$ cat src/rtl/pipe_stall_ctrl.sv
`default_nettype none
// +--------------------------------------------------------------------------+
// | pipe_stall_ctrl: merges load-use, divide and data-SRAM stalls into one   |
// | stage stop vector, sequences the divider and bounds its latency.         |
// | Optional macro: PIPE_PERF_CNT_EN builds the per-cause stall counters.    |
// | Revision: 1.0                                                            |
// +--------------------------------------------------------------------------+
module pipe_stall_ctrl #(
  parameter int STALL_W     = 6,
  parameter int CNT_W       = 32,
  parameter int DIV_MAX_CYC = 40
) (
  input  logic               clk,
  input  logic               rst,
  input  logic               stallreq_for_load,
  input  logic               ex_div_req,
  input  logic               div_ready,
  input  logic               mem_wait,
  output logic [STALL_W-1:0] stall,
  output logic               div_start,
  output logic               div_busy,
  output logic               div_timeout,
  output logic [CNT_W-1:0]   load_stall_cnt,
  output logic [CNT_W-1:0]   div_stall_cnt,
  output logic [CNT_W-1:0]   mem_stall_cnt
);

  localparam int c_DIV_CNT_W = (DIV_MAX_CYC > 2) ? $clog2(DIV_MAX_CYC) : 1;
  localparam logic [c_DIV_CNT_W-1:0] c_DIV_LAST = c_DIV_CNT_W'(DIV_MAX_CYC - 1);
  localparam logic [STALL_W-1:0] c_STALL_MEM  = STALL_W'(6'b011111);
  localparam logic [STALL_W-1:0] c_STALL_DIV  = STALL_W'(6'b001111);
  localparam logic [STALL_W-1:0] c_STALL_LOAD = STALL_W'(6'b000111);

  typedef enum logic [1:0] {
    ST_IDLE        = 2'd0,
    ST_LOAD_BUBBLE = 2'd1,
    ST_DIV_WAIT    = 2'd2
  } state_t;

  state_t                   r_state;
  state_t                   w_state_nxt;
  state_t                   w_state_eff;
  logic [c_DIV_CNT_W-1:0]   r_div_cnt;
  logic [c_DIV_CNT_W-1:0]   w_div_cnt_nxt;
  logic                     r_div_done;
  logic                     w_div_done_nxt;
  logic                     r_div_start;
  logic                     w_div_start_nxt;
  logic                     r_div_timeout;
  logic                     w_div_timeout_nxt;
  logic                     w_idle;
  logic                     w_div_wait;
  logic                     w_div_hit;
  logic                     w_div_expire;
  logic                     w_div_release;
  logic                     w_cause_mem;
  logic                     w_cause_div;
  logic                     w_cause_load;
  logic [STALL_W-1:0]       w_stall;

  always_ff @(posedge clk) begin
    if (!rst) begin
      r_state       <= ST_IDLE;
      r_div_cnt     <= '0;
      r_div_done    <= 1'b0;
      r_div_start   <= 1'b0;
      r_div_timeout <= 1'b0;
    end else begin
      r_state       <= w_state_nxt;
      r_div_cnt     <= w_div_cnt_nxt;
      r_div_done    <= w_div_done_nxt;
      r_div_start   <= w_div_start_nxt;
      r_div_timeout <= w_div_timeout_nxt;
    end
  end

  always_comb begin
    // While reset is asserted the stall vector behaves as if already in IDLE.
    w_state_eff   = rst ? r_state : ST_IDLE;
    w_idle        = (w_state_eff == ST_IDLE);
    w_div_wait    = (w_state_eff == ST_DIV_WAIT);
    w_div_hit     = w_div_wait && (div_ready || r_div_done);
    w_div_expire  = w_div_wait && !w_div_hit && (r_div_cnt == c_DIV_LAST);
    w_div_release = w_div_hit || w_div_expire;

    w_cause_mem  = mem_wait;
    w_cause_div  = !mem_wait &&
                   ((w_div_wait && !w_div_release) || (w_idle && ex_div_req));
    w_cause_load = !mem_wait && !w_cause_div && w_idle && stallreq_for_load;

    w_stall = '0;
    if (w_cause_mem) begin
      w_stall = c_STALL_MEM;
    end else if (w_cause_div) begin
      w_stall = c_STALL_DIV;
    end else if (w_cause_load) begin
      w_stall = c_STALL_LOAD;
    end

    w_state_nxt       = w_state_eff;
    w_div_cnt_nxt     = r_div_cnt;
    w_div_done_nxt    = r_div_done;
    w_div_start_nxt   = 1'b0;
    w_div_timeout_nxt = r_div_timeout;

    if (mem_wait) begin
      // Frozen pipeline, but a divider result must not be lost.
      if (w_div_wait && div_ready) begin
        w_div_done_nxt = 1'b1;
      end
    end else begin
      case (w_state_eff)
        ST_IDLE: begin
          if (ex_div_req) begin
            w_state_nxt     = ST_DIV_WAIT;
            w_div_cnt_nxt   = '0;
            w_div_done_nxt  = 1'b0;
            w_div_start_nxt = 1'b1;
          end else if (stallreq_for_load) begin
            w_state_nxt = ST_LOAD_BUBBLE;
          end
        end
        ST_LOAD_BUBBLE: begin
          w_state_nxt = ST_IDLE;
        end
        ST_DIV_WAIT: begin
          if (w_div_release) begin
            w_state_nxt    = ST_IDLE;
            w_div_done_nxt = 1'b0;
            if (w_div_expire) begin
              w_div_timeout_nxt = 1'b1;
            end
          end else begin
            w_div_cnt_nxt = r_div_cnt + c_DIV_CNT_W'(1);
          end
        end
        default: begin
          w_state_nxt = ST_IDLE;
        end
      endcase
    end
  end

  assign stall       = w_stall;
  assign div_start   = r_div_start;
  assign div_busy    = (r_state == ST_DIV_WAIT);
  assign div_timeout = r_div_timeout;

`ifdef PIPE_PERF_CNT_EN
  logic [CNT_W-1:0] r_load_cnt;
  logic [CNT_W-1:0] r_div_stall_cnt;
  logic [CNT_W-1:0] r_mem_cnt;

  // Each stalled cycle is charged to its highest-priority cause only.
  always_ff @(posedge clk) begin
    if (!rst) begin
      r_load_cnt      <= '0;
      r_div_stall_cnt <= '0;
      r_mem_cnt       <= '0;
    end else if (w_cause_mem) begin
      r_mem_cnt <= r_mem_cnt + CNT_W'(1);
    end else if (w_cause_div) begin
      r_div_stall_cnt <= r_div_stall_cnt + CNT_W'(1);
    end else if (w_cause_load) begin
      r_load_cnt <= r_load_cnt + CNT_W'(1);
    end
  end

  assign load_stall_cnt = r_load_cnt;
  assign div_stall_cnt  = r_div_stall_cnt;
  assign mem_stall_cnt  = r_mem_cnt;
`else
  assign load_stall_cnt = '0;
  assign div_stall_cnt  = '0;
  assign mem_stall_cnt  = '0;
`endif

endmodule
`default_nettype wire

$ cat config.mk
export PLATFORM = sky130hd
export DESIGN_NAME = pipe_stall_ctrl
export DESIGN_NICKNAME = d
export VERILOG_FILES = /design/src/rtl/pipe_stall_ctrl.sv
export SDC_FILE = /design/constraint.sdc
export NUM_CORES = 1
export LEC_CHECK = 0
export CORE_UTILIZATION = 29
export DETAILED_ROUTE_END_ITERATION = 7
export GPL_TIMING_DRIVEN = 1
export PLACE_DENSITY = 0.88
export SETUP_SLACK_MARGIN = 0.05
export SYNTH_ARGS = -nofsm -noshare
export SYNTH_HDL_FRONTEND = slang
export SYNTH_SLANG_ARGS = --single-unit
$ cat constraint.sdc
create_clock -name clk -period 1.6 [get_ports clk]
set_input_delay 0.16 -clock clk [delete_from_list [all_inputs] [get_ports clk]]
set_output_delay 0.16 -clock clk [all_outputs]
set_load 0.03 [all_outputs]
==> results by stage, run 1 <==
Route:
- After detailed routing, the number of remaining DRC violations is 0.
- The count of antenna-violating nets left after detailed routing is 0.
- For this run, the detailed router's first-pass iteration total came to 5.
- The detail-routed via count per cell is approximately 3.6.
- The DRC marker count from the first detailed-route iteration is 11.
- The routed length on met3 is 202 um.
- The routed wire length on met2 is about 1.1 mm.
- The post-detailed-routing wire length is roughly 2.1 mm.
- In the final routed layout, each cell accounts on average for 8.59 um.
- The highest layer touched by signal routing is met4.
- In the final routing, the length of wire on met1 measures about 740 um.
- The total via count in the routed design is just under 900.

Global routing:
- The remaining global-route overflow is 0.
- The pin count of the biggest net entering global routing is 9.
- The initial antenna violation count is 0.
- The first-pass GRT wire length is 2.97 mm.
- The overall routing resource usage is roughly 8%.
- The via count of the first global-routing pass is approximately 670.

Floorplan:
- The die outline width is around 69 um.
- The floorplan has 24 rows.
- For this design the top-level I/O count stands at 111.
- The full die area is approximately 4800 um^2.
- The core area is 4320 um^2.
- Once the floorplan was initialized, standard cells occupied around 30% of the core.
- The die height is a little under 70 um.

Placed design:
- The HPWL after detailed placement is between 1.5 and 2 mm.
- Timing analysis after detailed placement gives a worst setup slack of -0.105 ns.
- Routability-driven placement finished with a final weighted congestion of between 0.8 and 0.9.
- Input and output buffers added on the ports amount to 13.

STA:
- Setup repair after global routing could not meet its margin everywhere.
- The total count of hold-check failures in the final report is 0.
- The time the worst path needs with I/O delays and setup is around 1.7 ns.
- The slew of the pin with the lowest slew margin is 0.487 ns.
- The max-slew violation total from the final report was 0.
- Setup violations remaining at the end of the flow were counted as 10.
- The final critical path takes up 106% of the cycle.
- The peak clock frequency supported by timing is a little under 600 MHz.
- The least setup slack across all paths after layout is -0.103 ns.
- Summed over all failing endpoints, the final setup total negative slack is -0.711 ns.
- The relative max-transition margin is 67.0%.
- For the final database, setup skew stands at approximately 0.0037 ns.
- The final-layout worst hold slack is roughly 0.5 ns.

Outcome:
- The run finished, with violations left.
- The checks that failed: setup timing.

Pwr:
- Across the VDD grid, the largest voltage drop is about 0.28 mV.
- The total design power is between 1 and 1.5 mW.
- The net switching power figure is between 400 and 500 uW.
- The fraction of power consumed by the clock network is 28.4%.
- In this run switching power makes up approximately half of total power.
- In this run the static leakage power is between 0.6 and 0.7 nW.
- The part of the total power dissipated in combinational logic is between 40% and 50%.
- The cell-internal power is approximately 520 uW.
- Power spread over the standard cell area amounts to 730 nW/um^2.
- The sequential cell fraction of total power is roughly 29%.

Clock tree:
- After clock tree synthesis, the clock-pin slew on the worst setup and hold paths is around 0.050 ns.
- The total number of clock tree sinks is 11.
- The maximum root-to-sink buffer count is 2.
- TritonCTS built the clock tree.
- The clock latency of the later-clocked register in the worst-skew pair is about 0.24 ns.
- In this run the clock root is driven by a sky130_fd_sc_hd__clkbuf_8.
- The number of hold buffers added after CTS was 0.
- The H-tree depth is 1.
- In this run, CTS created clock tree buffers numbering 3.

Min path:
- In this run the worst hold path is classified as reg2reg.

Setup path:
- The signal on the critical path passes through ha_4 -> nand2_4 -> or4b_4 -> a211o_4 -> a31oi_1.
- The setup slack of the most critical reg-to-reg path is -0.10 ns.
- The worst reg-to-reg path cell count is 5.
- The critical path runs through a total of 5 cells.
- The cell family contributing the most delay on the critical path is simple AND/OR/NAND/NOR gates.
- The startpoint of the lowest-slack register-to-register path is r_div_cnt[0].
- The classification of the worst setup path is reg2reg.
- The critical path startpoint is r_div_cnt[0].
- Following the worst setup path forward leads to its endpoint at r_div_cnt[5].
- Data arrives at the worst endpoint at between 1.5 and 2 ns.
- The kind of end point of the critical path is a flip-flop.
- Of all nets on the critical path, the largest fanout is 6.
- The number of buffers and inverters on the critical path is 0.
- The worst setup path is launched from a flip-flop.
- Data on the critical path is required at its endpoint by between 1.5 and 2 ns.
- On the worst path, the slowest cell contributes a delay of 0.51 ns.
- The critical register-to-register path endpoint is r_div_cnt[5].
- For this design, the slowest cell found on the critical path is sky130_fd_sc_hd__or4b_4.

Synth:
- The synthesized design contains 0 enable-type register cells.
- The synthesized cell area is 1300 um^2.
- For this run, asynchronously set or reset flops after synthesis account for 0%.
- The number of distinct library cell variants in the gate-level netlist after synthesis is 31.
- In this run, synthesis produced a sequential element count of 11.
- Each instance of the synthesized netlist takes up on average around 8 um^2.
- The synthesized instance count is ~170.
- The warning count from the yosys run is 0.
- After synthesis, flip-flops and latches occupy ~17% of the total area.
- Among all flip-flop cells after synthesis, the most frequent one is sky130_fd_sc_hd__dfxtp_1.

Cells and area:
- 0 antenna diodes ended up in the layout.
- The end-of-flow core utilization is 31.7%.
- The area added between synthesis and finish is 5.18%.
- In the final design database the tool counted 200 nets.
- Cells with a size suffix above 1 make up 20.8% of the layout.

Run:
- Max-cap violations in this run came to 0.
-- cells in the mapped netlist, types with 2 or more instances --
cell,count,area [um^2]
sky130_fd_sc_hd__nor4b_1,2,17.5
sky130_fd_sc_hd__a21oi_1,4,20.0
sky130_fd_sc_hd__inv_1,3,11.3
sky130_fd_sc_hd__buf_4,100,751
sky130_fd_sc_hd__nand3_1,4,20.0
sky130_fd_sc_hd__and3_1,2,12.5
sky130_fd_sc_hd__o21ai_0,3,15.0
sky130_fd_sc_hd__nor2_1,3,11.3
sky130_fd_sc_hd__nand2_1,5,18.8
sky130_fd_sc_hd__a41oi_1,2,17.5
sky130_fd_sc_hd__nand2b_1,2,12.5
sky130_fd_sc_hd__clkbuf_1,2,7.51
sky130_fd_sc_hd__dfxtp_1,11,220
sky130_fd_sc_hd__a31oi_1,6,37.5
-- repair_timing --
item / CTS / global route
setup endpoints to repair: 11 / 12
resized for setup: 9 / 4
pin swaps: 6 / 2
gates cloned: 0 / 0
setup buffers: 0 / 1
-- kinds of logic after synthesis --
logic type,after synthesis,share of synthesized area (%)
fa+ha+maj,1,0.960
other cells,1,0.288
simple gates,25,11.5
buf+inv,106,59.4
flops,11,16.9
compound gates,22,10.9
-- worst min path at each step --
stage,depth (start not counted),slack (ns),to,from
after CTS,1,0.50,r_div_cnt[5],r_div_cnt[5]
after global routing,1,0.52,r_div_cnt[5],r_div_cnt[5]
final,2,0.50,div_timeout,div_timeout
after floorplan,1,0.28,div_start,rst
after detailed placement,2,0.49,div_timeout,div_timeout
after global placement,2,0.46,div_timeout,div_timeout
-- cell usage in the layout, fill, tap and decap left out, types with 2 or more instances in the layout --
master | netlist | routed
sky130_fd_sc_hd__nand2_1 | 5 | 4
sky130_fd_sc_hd__a21oi_1 | 4 | 4
sky130_fd_sc_hd__dfxtp_1 | 11 | 8
sky130_fd_sc_hd__buf_6 | 0 | 5
sky130_fd_sc_hd__a31oi_1 | 6 | 5
sky130_fd_sc_hd__nand2b_1 | 2 | 2
sky130_fd_sc_hd__nor2_1 | 3 | 3
sky130_fd_sc_hd__and3_1 | 2 | 2
sky130_fd_sc_hd__clkbuf_8 | 0 | 3
sky130_fd_sc_hd__clkdlybuf4s50_1 | 0 | 7
sky130_fd_sc_hd__a41oi_1 | 2 | 2
sky130_fd_sc_hd__conb_1 | 1 | 97
sky130_fd_sc_hd__buf_4 | 100 | 16
sky130_fd_sc_hd__dfxtp_2 | 0 | 3
sky130_fd_sc_hd__inv_1 | 3 | 3
sky130_fd_sc_hd__nand3_1 | 4 | 3
sky130_fd_sc_hd__o21ai_0 | 3 | 2
-- tightest hold or removal path, delay by kind of cell (launching register included) --
kind,cells,cell delay (ns)
AO/OA/AOI/OAI,1,0.05
flip-flops,1,0.34
AND/OR/NAND/NOR,1,0.08
-- stage by stage --
step	area, um^2	cells
finish	1370	244
global route	1370	244
CTS	1340	243
detailed placement	1260	239
global placement	1260	239
floorplan	1740	262
-- power groups by stage --
stage	Clock [mW]	Combinational (mW)	Sequential, mW
3_5_place_dp	0	0.413	0.292
3_3_place_gp	0	0.410	0.292
5_1_grt	0.311	0.447	0.287
4_1_cts	0.296	0.422	0.287
2_1_floorplan	0	0.546	0.293
6_report	0.284	0.429	0.287
-- layout make-up --
type                            instances  area, um^2
Fill cell                             481        2950
Multi-Input combinational cell        145         769
Timing Repair Buffer                   29         256
Sequential cell                        11         224
Tap cell                               52        65.1
Clock buffer                            4        45.0
Inverter                                3        11.3
-- state kept, by name, summed over array words and instances (netlist names) --
signal and flops:
div_start 1, div_timeout 1, r_div_cnt 6, r_div_done 1, r_state 2
-- routing by layer --
| layer | up-vias | track usage [%] |
|---|---|---|
| met4 | 0 | 4.76 |
| li1 | 404 | - |
| met5 | - | 0 |
| met2 | 65 | 13.7 |
| met1 | 407 | 8.37 |
| met3 | 5 | 3.22 |
Note: power is estimated with default switching activity, not from simulation.
==> run 2, diff against run 1 <==
Settings changed: CORE_UTILIZATION 29 to 35, PLACE_DENSITY 0.88 to 0.95.
Clock period 1.6 ns to 2 ns, I/O delays scaled along.
==> run 2 against run 1 <==
The run now ends clean. Sequential power decreased by 20%. Final cell count decreased by 8.2%. First-iteration DRC count increased to 3.9 times the previous value. Combinational power decreased by 26%. Design area decreased by 14%. Via count decreased by 5.8%. Die area decreased by 17%. Sequential cell count unchanged. Count of clock-buffer cells in the layout unchanged. Register-to-register slack improved by 0.31 ns. Clock power decreased by 24%.
==> results by stage, run 2 (synthesis gave the netlist of run 1 again) <==
Outcome:
- The run finished with clean final reports.

Cells and area:
- More flip-flops sit in one register than any other, and that register is r_div_cnt.
- The number of flip-flops in the largest register is 6 (unchanged).
- In the final layout, the registers with the most flip-flops are r_div_cnt (6), r_state (2).
- The final non-filler cell area is 1180 um^2 (-14%).
- The end-of-flow core utilization is 34.2% (+2.5 points).
- From synthesis to final layout, the design area changed by -9.79%.
- Leaving out fill and tap cells, the most frequent cell in the layout is sky130_fd_sc_hd__conb_1.
- The fraction of layout cells with a size suffix above 1 came to 10.1% (-11 points).
- The number of diodes is 0 (unchanged).
- The sequential cell area in the final layout was 223 um^2 (-0.56%).
- The library cells used most frequently in the layout, excluding fill and tap cells, are sky130_fd_sc_hd__conb_1, sky130_fd_sc_hd__dfxtp_1, sky130_fd_sc_hd__clkdlybuf4s50_1, sky130_fd_sc_hd__a31oi_1, sky130_fd_sc_hd__buf_4.
- The post-layout net count is 186 (-7.0%).
- The number of fill cells in the layout is 373 (-22%).
- The footprint of the multi-input gates was 704 um^2 (-8.5%).

Floorplan:
- The core area is 3440 um^2 (-20%).
- The die outline width is 63.0 um (-8.7%).
- The die height is 63.0 um (-8.7%).
- The full die area is 3970 um^2 (-17%).
- The number of core rows is 21 (-13%).
- The boundary pin count is 111 (unchanged).
- The initial core utilization came to 37.9% (+7.7 points).

Global routing:
- The via count of the first global-routing pass was 571 (-14%).
- The first-pass GRT wire length came to 2.48 mm (-17%).
- The pin count of the biggest net entering global routing is 9 (unchanged).
- The remaining global-route overflow is 0 (unchanged).
- The overall routing resource usage is 8.05% (-0.038 points).
- The initial antenna violation count is 0 (unchanged).

Route:
- The number of search-and-repair iterations in the first detailed-routing pass is 4 (-1).
- The count of antenna-violating nets left after detailed routing was 0 (unchanged).
- The detail-routed via count per cell is 3.71 (+2.6%).
- The post-detailed-route wirelength per cell is 8.00 um (-6.8%).
- The total via count in the routed design is 830 (-5.8%).
- The DRC marker count from the first detailed-route iteration is 43 (+32).
- The post-detailed-routing wire length is 1.79 mm (-14%).
- The DRC violations left is 0 (unchanged).

Clock tree:
- The total number of clock tree sinks was 11 (unchanged).
- The clock latency of the later-clocked register in the worst-skew pair is 0.24 ns (about the same).
- The buffers inserted during post-CTS setup optimization came to 0 (unchanged).
- The maximum root-to-sink buffer count was 2 (unchanged).
- The number of buffers created by CTS was 3 (unchanged).
- The root buffer cell chosen for the clock tree is sky130_fd_sc_hd__clkbuf_8.
- The clock slew seen by the registers of the worst setup and hold paths was 0.05 ns (about the same).
- The TritonCTS clock tree is done.
- The H-tree depth is 1 (unchanged).

Placed design:
- The instance area at placement is 1100 um^2 (-13%).
- The count of port buffers added during placement was 13 (unchanged).
- The HPWL reported at the end of detailed placement is 1.43 mm (-13%).
- The weighted congestion at the end of routability-driven global placement is 0.861 (-4.1%).
- The worst slack at placement was 0.149 ns (+0.254 ns).

Pwr:
- The maximum vdd drop is 0.179 mV (-35%).
- The power per cell area is 651 nW/um^2 (-11%).
- The static power due to leakage is 0.588 nW (-15%).

STA:
- In the finished design, the share of the clock period the worst path needs comes to roughly 91%.
- The max-slew violation total from the final report is 0 (unchanged).
- The total count of hold-check failures in the final report was 0 (unchanged).
- The least setup slack across all paths after layout is 0.183 ns (+0.286 ns).
- The time the worst path needs with I/O delays and setup is 1.82 ns.
- The peak clock frequency supported by timing is around 550 MHz.
- The worst-case clock skew is 0.000574 ns (-0.00309 ns).
- The final number of setup-violating endpoints is 0 (-10).
- Setup repair after global routing left no endpoint under its margin.
- The total negative setup slack is 0 ns (+0.711 ns).

Run:
- The max capacitance violation total is 0 (unchanged).

Setup path:
- The data arrival time of the critical path was 1.62 ns (-0.25 ns).
- The type of element launching the critical path is a flip-flop.
- The cell with the largest stage delay on the worst path is sky130_fd_sc_hd__clkdlybuf4s50_1.
- The setup slack of the most critical reg-to-reg path came to 0.21 ns (+0.31 ns).
- The required arrival time at the worst endpoint is 1.80 ns (+0.03 ns).
- The worst setup path is captured at a primary output.
- The maximum net fanout on the critical path is 8 (+2).
- By startpoint and endpoint, the worst setup path is classified as reg2out.
- Traced cell by cell, the critical path runs through nor2b_1 -> clkdlybuf4s50_1.
- The largest incremental delay on the critical path is 0.70 ns (+0.19 ns).
- The worst reg-to-reg path cell count is 5 (unchanged).

Min path:
- The min-delay analysis places its worst path in the category reg2reg.
- The depth of the worst hold-timing path is 2 (unchanged).
run 2: path summary, 6_finish.rpt:
kind,end,start
hold reg to reg,r_div_cnt[1],r_div_cnt[1]
setup / recovery,div_busy,r_state[1]
setup reg to reg,r_div_cnt[5],r_div_cnt[1]
hold / removal,r_div_cnt[1],r_div_cnt[1]
run 2: timing repair:
action	in CTS	in global routing
hold endpoints to repair	0	0
gates cloned	0	0
pin swaps	0	2
hold buffers	0	0
gates resized for setup	1	7
endpoints found under the setup margin	3	7
run 2: final cells by class:
type,instances,share of cell area (%)
clock buffer,4,3.83
inverter,3,0.957
multi-input combinational,145,59.9
sequential,11,18.9
tap,46,4.89
timing repair buffer,15,11.5
run 2: per-layer routing:
metal | up-vias | global-route usage [%] | wire, um
met5 | - | 0 | 0
met1 | 374 | 8.10 | 601
li1 | 378 | - | -
met2 | 72 | 14.1 | 919
met4 | 0 | 5.23 | 50
met3 | 6 | 2.55 | 221
run 2: critical path, delay by kind of cell, from the launching register on:
kind | cells | cell delay, ns
buf+inv | 1 | 0.70
simple gates | 1 | 0.25
flops | 1 | 0.43
run 2: per-stage QoR:
| stage | total power [mW] | hold WS, ns | cells |
|---|---|---|---|
| floorplan | 0.664 | 0.322 | 262 |
| global placement | 0.546 | 0.454 | 220 |
| detailed placement | 0.548 | 0.468 | 220 |
| CTS | 0.770 | 0.475 | 224 |
| global route | 0.804 | 0.501 | 224 |
| finish | 0.766 | 0.480 | 224 |
run 2: report_power, final:
group	switching (mW)	total [mW]	internal [mW]	leakage, nW
sequential	0.00512	0.229	0.224	0.0901
clock	0.0779	0.217	0.139	0.0228
combinational	0.285	0.319	0.0346	0.475
total	0.368	0.766	0.398	0.588
